### config.mk
export PLATFORM = sky130hd
export DESIGN_NAME = serial_tx_flat
export DESIGN_NICKNAME = d
export VERILOG_FILES = /design/src/rtl/serial_tx_pkg.sv /design/src/rtl/serial_tx_if.sv /design/src/rtl/serial_tx_shreg.sv /design/src/rtl/serial_tx.sv /design/src/flat_wrapper.sv
export SDC_FILE = /design/constraint.sdc
export NUM_CORES = 1
export LEC_CHECK = 0
export ABC_CLOCK_PERIOD_IN_PS = 1760
export CAP_MARGIN = 20
export CORE_UTILIZATION = 51
export CTS_BUF_LIST = sky130_fd_sc_hd__clkbuf_16
export CTS_CLUSTER_DIAMETER = 120
export DETAILED_ROUTE_END_ITERATION = 7
export PLACE_DENSITY_LB_ADDON = 0.25
export SETUP_SLACK_MARGIN = 0.5
export SLEW_MARGIN = 30
export SYNTH_ARGS = -nofsm -noshare
export SYNTH_HDL_FRONTEND = slang
export SYNTH_HIERARCHICAL = 1
export SYNTH_SLANG_ARGS = --single-unit
### constraint.sdc
create_clock -name clk -period 1.76 [get_ports clk]
set_input_delay 0.352 -clock clk [delete_from_list [all_inputs] [get_ports clk]]
set_output_delay 0.352 -clock clk [all_outputs]
set_load 0.01 [all_outputs]
### src/rtl/serial_tx_pkg.sv
// -----------------------------------------------------------------------------
// serial_tx_pkg
// Shared types and line levels for the serial_tx frame transmitter.
//   tx_state_t : transmitter FSM states (PARITY exists only when
//                SERIAL_TX_PARITY_EN is defined)
//   LINE_IDLE  : level of the line between frames
//   START_LVL  : level of the start bit
//   STOP_LVL   : level of the stop bit(s)
//   cnt_width  : width of a counter that must hold the value n
// -----------------------------------------------------------------------------
package serial_tx_pkg;

  typedef enum logic [2:0] {
    ST_IDLE   = 3'd0,
    ST_ARMED  = 3'd1,
    ST_START  = 3'd2,
    ST_DATA   = 3'd3,
`ifdef SERIAL_TX_PARITY_EN
    ST_PARITY = 3'd4,
`endif
    ST_STOP   = 3'd5
  } tx_state_t;

  localparam logic LINE_IDLE = 1'b1;
  localparam logic START_LVL = 1'b0;
  localparam logic STOP_LVL  = 1'b1;

  function automatic int cnt_width(input int n);
    return $clog2(n + 1);
  endfunction

endpackage

### src/rtl/serial_tx_if.sv
// -----------------------------------------------------------------------------
// serial_tx_if
// Load handshake between a word producer and the serial_tx transmitter.
//   data_in    : word to send, sampled only on the accept edge
//   load_valid : producer has a word
//   load_ready : transmitter can accept (accept = load_valid & load_ready)
// Modports:
//   master : producer side (drives data_in / load_valid)
//   slave  : transmitter side (drives load_ready)
// -----------------------------------------------------------------------------
interface serial_tx_if #(
  parameter int DATA_W = 8
);

  logic [DATA_W-1:0] data_in;
  logic              load_valid;
  logic              load_ready;

  modport master (
    output data_in,
    output load_valid,
    input  load_ready
  );

  modport slave (
    input  data_in,
    input  load_valid,
    output load_ready
  );

endinterface

### src/rtl/serial_tx_shreg.sv
// -----------------------------------------------------------------------------
// serial_tx_shreg
// Loadable shift register holding the word being serialised. Zeros are shifted
// in behind the data, so the register never wraps back onto the line.
// Ports:
//   clk        : rising-edge clock
//   reset_sync : synchronous active-high reset, clears the register
//   load_en    : load load_data (has priority over shift_en)
//   shift_en   : advance one bit toward the output end
//   load_data  : word to load
//   bit_out    : bit currently at the output end
// Parameters:
//   DATA_W     : register width
//   MSB_FIRST  : 0 = shift right, output bit 0; 1 = shift left, output MSB
// -----------------------------------------------------------------------------
module serial_tx_shreg #(
  parameter int DATA_W    = 8,
  parameter bit MSB_FIRST = 1'b0
) (
  input  logic              clk,
  input  logic              reset_sync,
  input  logic              load_en,
  input  logic              shift_en,
  input  logic [DATA_W-1:0] load_data,
  output logic              bit_out
);

  logic [DATA_W-1:0] shreg_q;
  logic [DATA_W-1:0] shifted;

  generate
    if (MSB_FIRST) begin : g_msb
      assign shifted = {shreg_q[DATA_W-2:0], 1'b0};
      assign bit_out = shreg_q[DATA_W-1];
    end else begin : g_lsb
      assign shifted = {1'b0, shreg_q[DATA_W-1:1]};
      assign bit_out = shreg_q[0];
    end
  endgenerate

  always_ff @(posedge clk) begin
    if (reset_sync) begin
      shreg_q <= '0;
    end else if (load_en) begin
      shreg_q <= load_data;
    end else if (shift_en) begin
      shreg_q <= shifted;
    end
  end

endmodule

### src/rtl/serial_tx.sv
// -----------------------------------------------------------------------------
// serial_tx
// Parallel-to-serial frame transmitter. A DATA_W-bit word accepted over the
// load handshake is sent on ser_out as: start bit, data bits, optional even
// parity bit, STOP_BITS stop bits. Every bit lasts one tick_en period and the
// line only moves on clk edges where tick_en=1. The line idles high.
//
// Optional feature: define SERIAL_TX_PARITY_EN to insert one even-parity bit
// (XOR of the data word, captured at accept) between the data and stop bits.
//
// Ports:
//   clk        : rising-edge clock
//   reset_sync : synchronous active-high reset, overrides all inputs
//   tick_en    : bit-rate strobe
//   bus        : load handshake (slave modport: data_in, load_valid, load_ready)
//   ser_out    : registered serial line
//   busy       : high from the accept edge until the frame ends
//   done       : one-clk pulse after the last stop bit completes
// Parameters:
//   DATA_W     : data bits per frame (5..16)
//   STOP_BITS  : stop bits per frame (1 or 2)
//   MSB_FIRST  : 0 = LSB first, 1 = MSB first
// -----------------------------------------------------------------------------
module serial_tx
  import serial_tx_pkg::*;
#(
  parameter int DATA_W    = 8,
  parameter int STOP_BITS = 1,
  parameter bit MSB_FIRST = 1'b0
) (
  input  logic        clk,
  input  logic        reset_sync,
  input  logic        tick_en,
  serial_tx_if.slave  bus,
  output logic        ser_out,
  output logic        busy,
  output logic        done
);

  localparam int                CNT_W    = cnt_width(DATA_W);
  localparam logic [CNT_W-1:0]  BIT_LAST = CNT_W'(DATA_W);
  localparam logic              STOP_END = 1'(STOP_BITS - 1);

  tx_state_t        state_q, state_d;
  logic [CNT_W-1:0] bit_cnt_q, bit_cnt_d;
  logic             stop_cnt_q, stop_cnt_d;
  logic             ser_q, ser_d;
  logic             ready_q, ready_d;
  logic             busy_q, busy_d;
  logic             done_q, done_d;

  logic             accept;
  logic             last_stop;
  logic             load_en;
  logic             shift_en;
  logic             shift_bit;

  assign accept    = bus.load_valid & ready_q;
  assign last_stop = (stop_cnt_q == STOP_END);

  serial_tx_shreg #(
    .DATA_W    (DATA_W),
    .MSB_FIRST (MSB_FIRST)
  ) u_shreg (
    .clk        (clk),
    .reset_sync (reset_sync),
    .load_en    (load_en),
    .shift_en   (shift_en),
    .load_data  (bus.data_in),
    .bit_out    (shift_bit)
  );

`ifdef SERIAL_TX_PARITY_EN
  logic parity_q;

  always_ff @(posedge clk) begin
    if (reset_sync) begin
      parity_q <= 1'b0;
    end else if (load_en) begin
      parity_q <= ^bus.data_in;
    end
  end
`endif

  // State and output registers
  always_ff @(posedge clk) begin
    if (reset_sync) begin
      state_q    <= ST_IDLE;
      bit_cnt_q  <= '0;
      stop_cnt_q <= 1'b0;
      ser_q      <= LINE_IDLE;
      ready_q    <= 1'b1;
      busy_q     <= 1'b0;
      done_q     <= 1'b0;
    end else begin
      state_q    <= state_d;
      bit_cnt_q  <= bit_cnt_d;
      stop_cnt_q <= stop_cnt_d;
      ser_q      <= ser_d;
      ready_q    <= ready_d;
      busy_q     <= busy_d;
      done_q     <= done_d;
    end
  end

  // Next-state logic
  always_comb begin
    state_d = state_q;
    case (state_q)
      ST_IDLE:  if (accept)  state_d = ST_ARMED;
      // The accept edge never counts as a tick, so the start bit always
      // begins on a later tick edge and the frame stays tick-aligned.
      ST_ARMED: if (tick_en) state_d = ST_START;
      ST_START: if (tick_en) state_d = ST_DATA;
      ST_DATA: begin
        if (tick_en && (bit_cnt_q == BIT_LAST)) begin
`ifdef SERIAL_TX_PARITY_EN
          state_d = ST_PARITY;
`else
          state_d = ST_STOP;
`endif
        end
      end
`ifdef SERIAL_TX_PARITY_EN
      ST_PARITY: if (tick_en) state_d = ST_STOP;
`endif
      ST_STOP:  if (tick_en && last_stop) state_d = ST_IDLE;
      default:  state_d = ST_IDLE;
    endcase
  end

  // Output / datapath control
  always_comb begin
    ser_d      = ser_q;
    ready_d    = ready_q;
    busy_d     = busy_q;
    done_d     = 1'b0;
    bit_cnt_d  = bit_cnt_q;
    stop_cnt_d = stop_cnt_q;
    load_en    = 1'b0;
    shift_en   = 1'b0;
    case (state_q)
      ST_IDLE: begin
        if (accept) begin
          load_en    = 1'b1;
          ready_d    = 1'b0;
          busy_d     = 1'b1;
          bit_cnt_d  = '0;
          stop_cnt_d = 1'b0;
        end
      end
      ST_ARMED: begin
        if (tick_en) ser_d = START_LVL;
      end
      ST_START: begin
        if (tick_en) begin
          ser_d     = shift_bit;
          shift_en  = 1'b1;
          bit_cnt_d = CNT_W'(1);
        end
      end
      ST_DATA: begin
        // bit_cnt counts data bits already on the line; once it reaches
        // DATA_W the current tick ends the last data bit.
        if (tick_en) begin
          if (bit_cnt_q < BIT_LAST) begin
            ser_d     = shift_bit;
            shift_en  = 1'b1;
            bit_cnt_d = bit_cnt_q + CNT_W'(1);
          end else begin
`ifdef SERIAL_TX_PARITY_EN
            ser_d = parity_q;
`else
            ser_d = STOP_LVL;
`endif
          end
        end
      end
`ifdef SERIAL_TX_PARITY_EN
      ST_PARITY: begin
        if (tick_en) ser_d = STOP_LVL;
      end
`endif
      ST_STOP: begin
        if (tick_en) begin
          if (last_stop) begin
            ser_d   = LINE_IDLE;
            done_d  = 1'b1;
            ready_d = 1'b1;
            busy_d  = 1'b0;
          end else begin
            stop_cnt_d = 1'b1;
          end
        end
      end
      default: begin
        ser_d   = LINE_IDLE;
        ready_d = 1'b1;
        busy_d  = 1'b0;
      end
    endcase
  end

  assign bus.load_ready = ready_q;
  assign ser_out        = ser_q;
  assign busy           = busy_q;
  assign done           = done_q;

endmodule

### src/flat_wrapper.sv
// flat-port wrapper written by rule: the top's interface ports become plain ports
module serial_tx_flat import serial_tx_pkg::*;
#(
  parameter int DATA_W    = 8,
  parameter int STOP_BITS = 1,
  parameter bit MSB_FIRST = 1'b0
)
  (clk, reset_sync, tick_en, ser_out, busy, done, bus_data_in, bus_load_valid, bus_load_ready);
  serial_tx_if #(.DATA_W(DATA_W)) bus_i ();
  input  logic clk;
  input  logic reset_sync;
  input  logic tick_en;
  output logic ser_out;
  output logic busy;
  output logic done;
  input wire logic [$bits(bus_i.data_in)-1:0] bus_data_in;
  input wire logic [$bits(bus_i.load_valid)-1:0] bus_load_valid;
  output wire logic [$bits(bus_i.load_ready)-1:0] bus_load_ready;
  assign bus_i.data_in = bus_data_in;
  assign bus_i.load_valid = bus_load_valid;
  assign bus_load_ready = bus_i.load_ready;
  serial_tx #(.DATA_W(DATA_W), .STOP_BITS(STOP_BITS), .MSB_FIRST(MSB_FIRST)) u_core (.clk(clk), .reset_sync(reset_sync), .tick_en(tick_en), .bus(bus_i), .ser_out(ser_out), .busy(busy), .done(done));
endmodule
======== After elaboration in Yosys (flattened, before gate mapping) ========
Index checks and enable logic that the tools add are counted.
word-level totals
  input bits .............................. 12
  logic and storage cells ................. 79
  register bits after elaboration ......... 20
  output and inout port bits .............. 4
operators by class
  multiplexer cells ....................... 36
  equality and inequality tests ........... 14
  add/sub/neg operators ................... 1
  bitwise gates (word level) .............. 6
  $lt $le $gt $ge ......................... 1
  reduce and logical (&&, ||, !) cells .... 13
operator list
  kind                                                 number
  two-way mux 1 bit                                    18
  two-way mux 4 bit                                    4
  two-way mux 8 bit                                    2
  two-way mux 3 bit                                    5
  one-hot mux 3 bit (5 select lines)                   1
  one-hot mux 4 bit (3 select lines)                   1
  != test 2 bit, second input constant                 5
  AND reduction 5 bit                                  2
  != test 2 x 1 -> 1 bit, second input constant        4
  equality test 3 x 2 -> 1 bit, second input constant  2
  one-hot mux 1 bit (3 select lines)                   2
  AND reduction 6 bit                                  1
  OR reduction 3 bit                                   2
  NOT 1 bit                                            5
  one-hot mux 1 bit (5 select lines)                   1
  adder 4 x 1 -> 4 bit, second input constant          1
  equality test 4 bit, second input constant           1
  less-than comparator 4 bit, second input constant    1
  one-hot mux 1 bit (2 select lines)                   2
  AND reduction 4 bit                                  1
  nonzero test 2 bit                                   2
  equality test 3 x 1 -> 1 bit, second input constant  1
  equality test 3 bit, second input constant           1
  logical NOT 3 bit                                    1
  other kinds (4)                                      5

======== Logic depth before layout (Yosys ltp) ========
  word-level depth ........................ 6
  depth in mapped cells ................... 6
  gate-level depth less buffers ........... 6

======== Hierarchy ========
Netlist, hierarchy kept.
modules (own cells, without submodules)
  module           cells each  area each (µm²)  instances
  serial_tx        70          626.9            1
  serial_tx_shreg  35          369.1            1

======== Worst setup path after synthesis ========
OpenSTA, ideal clock, no wires.
  path type ............................... flip-flop to flip-flop
  start point ............................. register u_core.state_q[2]
  end point ............................... register u_core.u_shreg.shreg_q[0]
  data arrival time ....................... 1.440 ns
  required time ........................... 1.674 ns
  path buffers ............................ 1
  setup slack ............................. 0.235 ns
  setup time .............................. 0.086 ns
  stages on the path, launching flop included .. 7
  period minus slack after synthesis ...... 1.525 ns
  path through ............................ dfxtp_1 -> buf_6 -> or3b_1 -> nand3b_1 -> inv_1 -> inv_1 -> a211oi_1
between the ends
  cells in the longest elaborated chain, start to end .. 3
ends and longest elaborated chain
  what                                                     RTL line               text
  from (decl)                                              serial_tx.sv:44        tx_state_t state_q, state_d;
  from (signal assigned)                                   serial_tx.sv:96        state_q <= state_d;
  logical NOT 3 bit (*)                                    serial_tx.sv:142       case (state_q)
  two-way mux 1 bit (*)                                    serial_tx.sv:142
  net u_core.load_en                                       serial_tx.sv:54        logic load_en;
  two-way mux 8 bit or nonzero test 2 bit (tied branches)  n/a
  to (signal assigned)                                     serial_tx_shreg.sv:45  shreg_q <= load_data;
  to (signal assigned)                                     serial_tx_shreg.sv:47  shreg_q <= shifted;
  to (decl)                                                serial_tx_shreg.sv:28  logic [DATA_W-1:0] shreg_q;
The timed path passes the listed nets; every way through them passes the cells marked *.
A chain may end at the register's enable or synchronous reset.

======== Worst setup path in the final report ========
  start point ............................. register u_core.state_q[1]
  end point ............................... register u_core.u_shreg.shreg_q[7]
between the ends
  cells in the longest elaborated chain, start to end .. 3
ends and longest elaborated chain
  what                                                                     RTL line
  equality test 3 x 2 -> 1 bit or logical NOT 3 bit (tied branches)        serial_tx.sv:142
  one-hot mux 1 bit (2 select lines) or two-way mux 1 bit (tied branches)  serial_tx.sv:142
  nonzero test 2 bit (no line) or two-way mux 8 bit (tied branches)        n/a
Several ways; a longest one is shown, not always the timed one.

==> flow_summary.yaml <==
timing:
  slew_violations: 0
  fmax_mhz: 619
  fin_skew_ns: 0.00123
  slew_headroom_pct: 71.1
  hold_viol: 0
  tightest_slew_ns: 0.432
  rsz0062_at_grt: "true"
  post-route-min-period_ns: 1.62
  setup_viol: 0
  fin_crit_sh_pct: 91.8
pwr:
  p_per_area_nw_per_um2: 817
  ir_worst_vdd_uv: 612
  leakagePower_nw: 0.556
yosys:
  yosysTopAreaCell: "dfxtp_1"
  ys.flop_type: "dfxtp_1"
  synth_top_area_share_pct: 38.2
  synth-edff-count: 0
  syn-num-nets: 119
  syn_avg_cell_area_um2: 9.49
  yosys-top-cells-area: "dfxtp_1 (38%), mux2i_1 (8.0%), nor2b_1 (5.7%)"
  synth_seq_area_share_pct: 38.2
  muxShareOfSynthArea_pct: 9.55
  synth-simple-area-share_pct: 21.5
  synth_xor_area_share_pct: 0
  synth.most_common_cell: "dfxtp_1"
  synth_top_family_by_area: "simple AND/OR/NAND/NOR gates"
  synth_compound_area_share_pct: 20.0
  async_reset_ff_share_pct: 0
  synthCells: 105
  syn_area_um2: 996
  synth_commonest_cells: "dfxtp_1 (19), nor2b_1 (9), mux2i_1 (8)"
  yosysWarningCount: 6
  yosysUniqueCellTypes: 39
  synth_seq_cells: 19
  synthAdderAreaFrac_pct: 2.51
placement:
  hpwl_mm: 1.49
  routabilityCongestion: 0.853
  place_area_um2: 1170
  portBuffers: 15
worst_setup_path:
  slowest_stage: "or3b_1"
  cp_slowest_stage_delay_ns: 0.41
  crit_fanout: 5
  startpoint_type: "register"
  required_ns: 1.94
  end_kind: "register"
  crit_type: "register to register"
  path_cells: "buf_6 > inv_1 > nand3b_1 > buf_4 > clkinvlp_4 > or3b_1 > a21oi_2"
  worst-path-buf-inv: 4
  crit_family: "simple AND/OR/NAND/NOR gates"
  worst_ep_arrival_time_ns: 1.79
layout:
  final_util_pct: 83.0
  fillers: 105
  ff_latch_area_um2: 392
  fin_nets: 155
  fin_area_um2: 1480
  syn2layout_area_growth_pct: 48.6
  multi_input_area_um2: 617
  drive_above_1_share_pct: 43.6
  antenna_cells: 0
routing:
  routed_wl_mm: 3.07
  drc: 0
  viasPerCell: 5.88
  firstDrtPassIters: 4
  via_count: 970
  drtIter0Drc: 26
  ant_nets: 0
  wl_per_cell_um: 18.6
cts:
  htree_levels: 1
  numCtsBuffers: 3
  cts_tree: "yes"
  clock_latency_ns: 0.25
  cts_hold_buffers: 0
  clk_path_buf_depth: 2
  clk_pin_slew_ns: 0.05
  cts_sinks: 19
  root_buffer: "clkbuf_16"
run_status:
  outcome: "complete, no violations"
min_path:
  hold_class: "register to register"
global_route:
  antenna_found_initial: 0
  grt-ovfl-total: 0
  grt_pass1_vias: 888
  grt_usage_pct: 27.1
  grt_max_degree: 12
  grt_pass1_wl_mm: 3.97
floorplan:
  design.core.area_um2: 1780
  die_width_um: 46.2
  io_pins: 16
  die_h_um: 46.2
  initial_core_util_pct: 55.9
  die-area_um2: 2130
  rows: 15
flow_run:
  max_cap_violations: 0
==> report_power, final <==
part | switching (W) | total [W] | internal [W] | leakage (nW)
Sequential | 0.0000212 | 0.000482 | 0.000460 | 0.158
Combinational | 0.000128 | 0.000261 | 0.000133 | 0.355
Clock | 0.000165 | 0.000468 | 0.000303 | 0.0423
==> metrics by stage <==
stage | hold slack (ns) | total power, W | setup TNS, ns | setup slack (ns) | instances
floorplan | 0.485 | 0.000606 | 0 | 0.315 | 105
global placement | 0.472 | 0.000665 | -0.782 | -0.109 | 145
detailed placement | 0.493 | 0.000671 | -1.12 | -0.191 | 145
CTS | 0.502 | 0.00117 | 0 | 0.232 | 156
global route | 0.532 | 0.00126 | 0 | 0.125 | 165
finish | 0.503 | 0.00121 | 0 | 0.145 | 165
==> timing repair <==
item	in CTS	in global routing
cloned	1	0
resized for setup	36	16
pin swaps	8	12
setup buffers	6	9
endpoints found under the setup margin	22	18
==> cells by family after synthesis <==
logic type | Yosys count
compound gates | 26
fa+ha+maj | 2
buf+inv | 13
flops | 19
mux | 9
simple gates | 36
==> registers in the layout (all words and copies together), names as in the netlist <==
signal / count
u_core/bit_cnt_q: 4
u_core/bus.load_ready: 1
u_core/busy: 1
u_core/done: 1
u_core/ser_out: 1
u_core/state_q: 3
u_core/u_shreg/shreg_q: 8
==> routing by layer <==
metal,part of all wire [%],vias to the layer above,global-route usage (%)
met5,0,-,0
met4,3.5,0,16.5
met3,5.7,14,3.53
met2,49,53,45.9
met1,42,454,32.1
li1,-,449,-
==> worst reg2reg max path, cell delays in order (launching register included) <==
cell,delay (ns)
dfxtp_2,0.35
buf_6,0.11
inv_1,0.08
nand3b_1,0.17
buf_4,0.16
clkinvlp_4,0.10
or3b_1,0.41
a21oi_2,0.19
==> cells in the final DEF, fill, tap and decap left out, types with 2 or more instances in the layout <==
| cell | instances |
|---|---|
| nor2_1 | 3 |
| clkdlybuf4s50_1 | 9 |
| inv_1 | 5 |
| nor2b_1 | 2 |
| dfxtp_2 | 3 |
| nand2_1 | 5 |
| ha_1 | 2 |
| nor2b_2 | 7 |
| nand2b_1 | 5 |
| o21ai_1 | 2 |
| clkbuf_16 | 3 |
| a21oi_1 | 3 |
| a21oi_2 | 3 |
| dfxtp_4 | 2 |
| dlygate4sd2_1 | 4 |
| dfxtp_1 | 14 |
| a211oi_2 | 7 |
| buf_4 | 15 |
| mux2i_1 | 8 |
| buf_6 | 6 |
==> worst paths after layout <==
kind / startpoint / end / slack (ns) / cells past startpoint
max reg2reg: u_core/state_q[1] / u_core/u_shreg/shreg_q[7] / 0.14 / 7
min: u_core/bit_cnt_q[1] / u_core/bit_cnt_q[1] / 0.50 / 2
min reg2reg: u_core/bit_cnt_q[1] / u_core/bit_cnt_q[1] / 0.50 / 2
max: u_core/state_q[1] / u_core/u_shreg/shreg_q[7] / 0.14 / 7
==> layout make-up <==
type | instances | share of cell area [%]
Timing Repair Buffer | 36 | 21.6
Multi-Input combinational cell | 73 | 41.7
Sequential cell | 19 | 26.5
Tap cell | 25 | 2.11
Clock buffer | 3 | 5.07
Inverter | 7 | 2.28
Timing Repair inverter | 1 | 0.507
Clock inverter | 1 | 0.254
No activity file was read; power rests on OpenSTA's default activity.
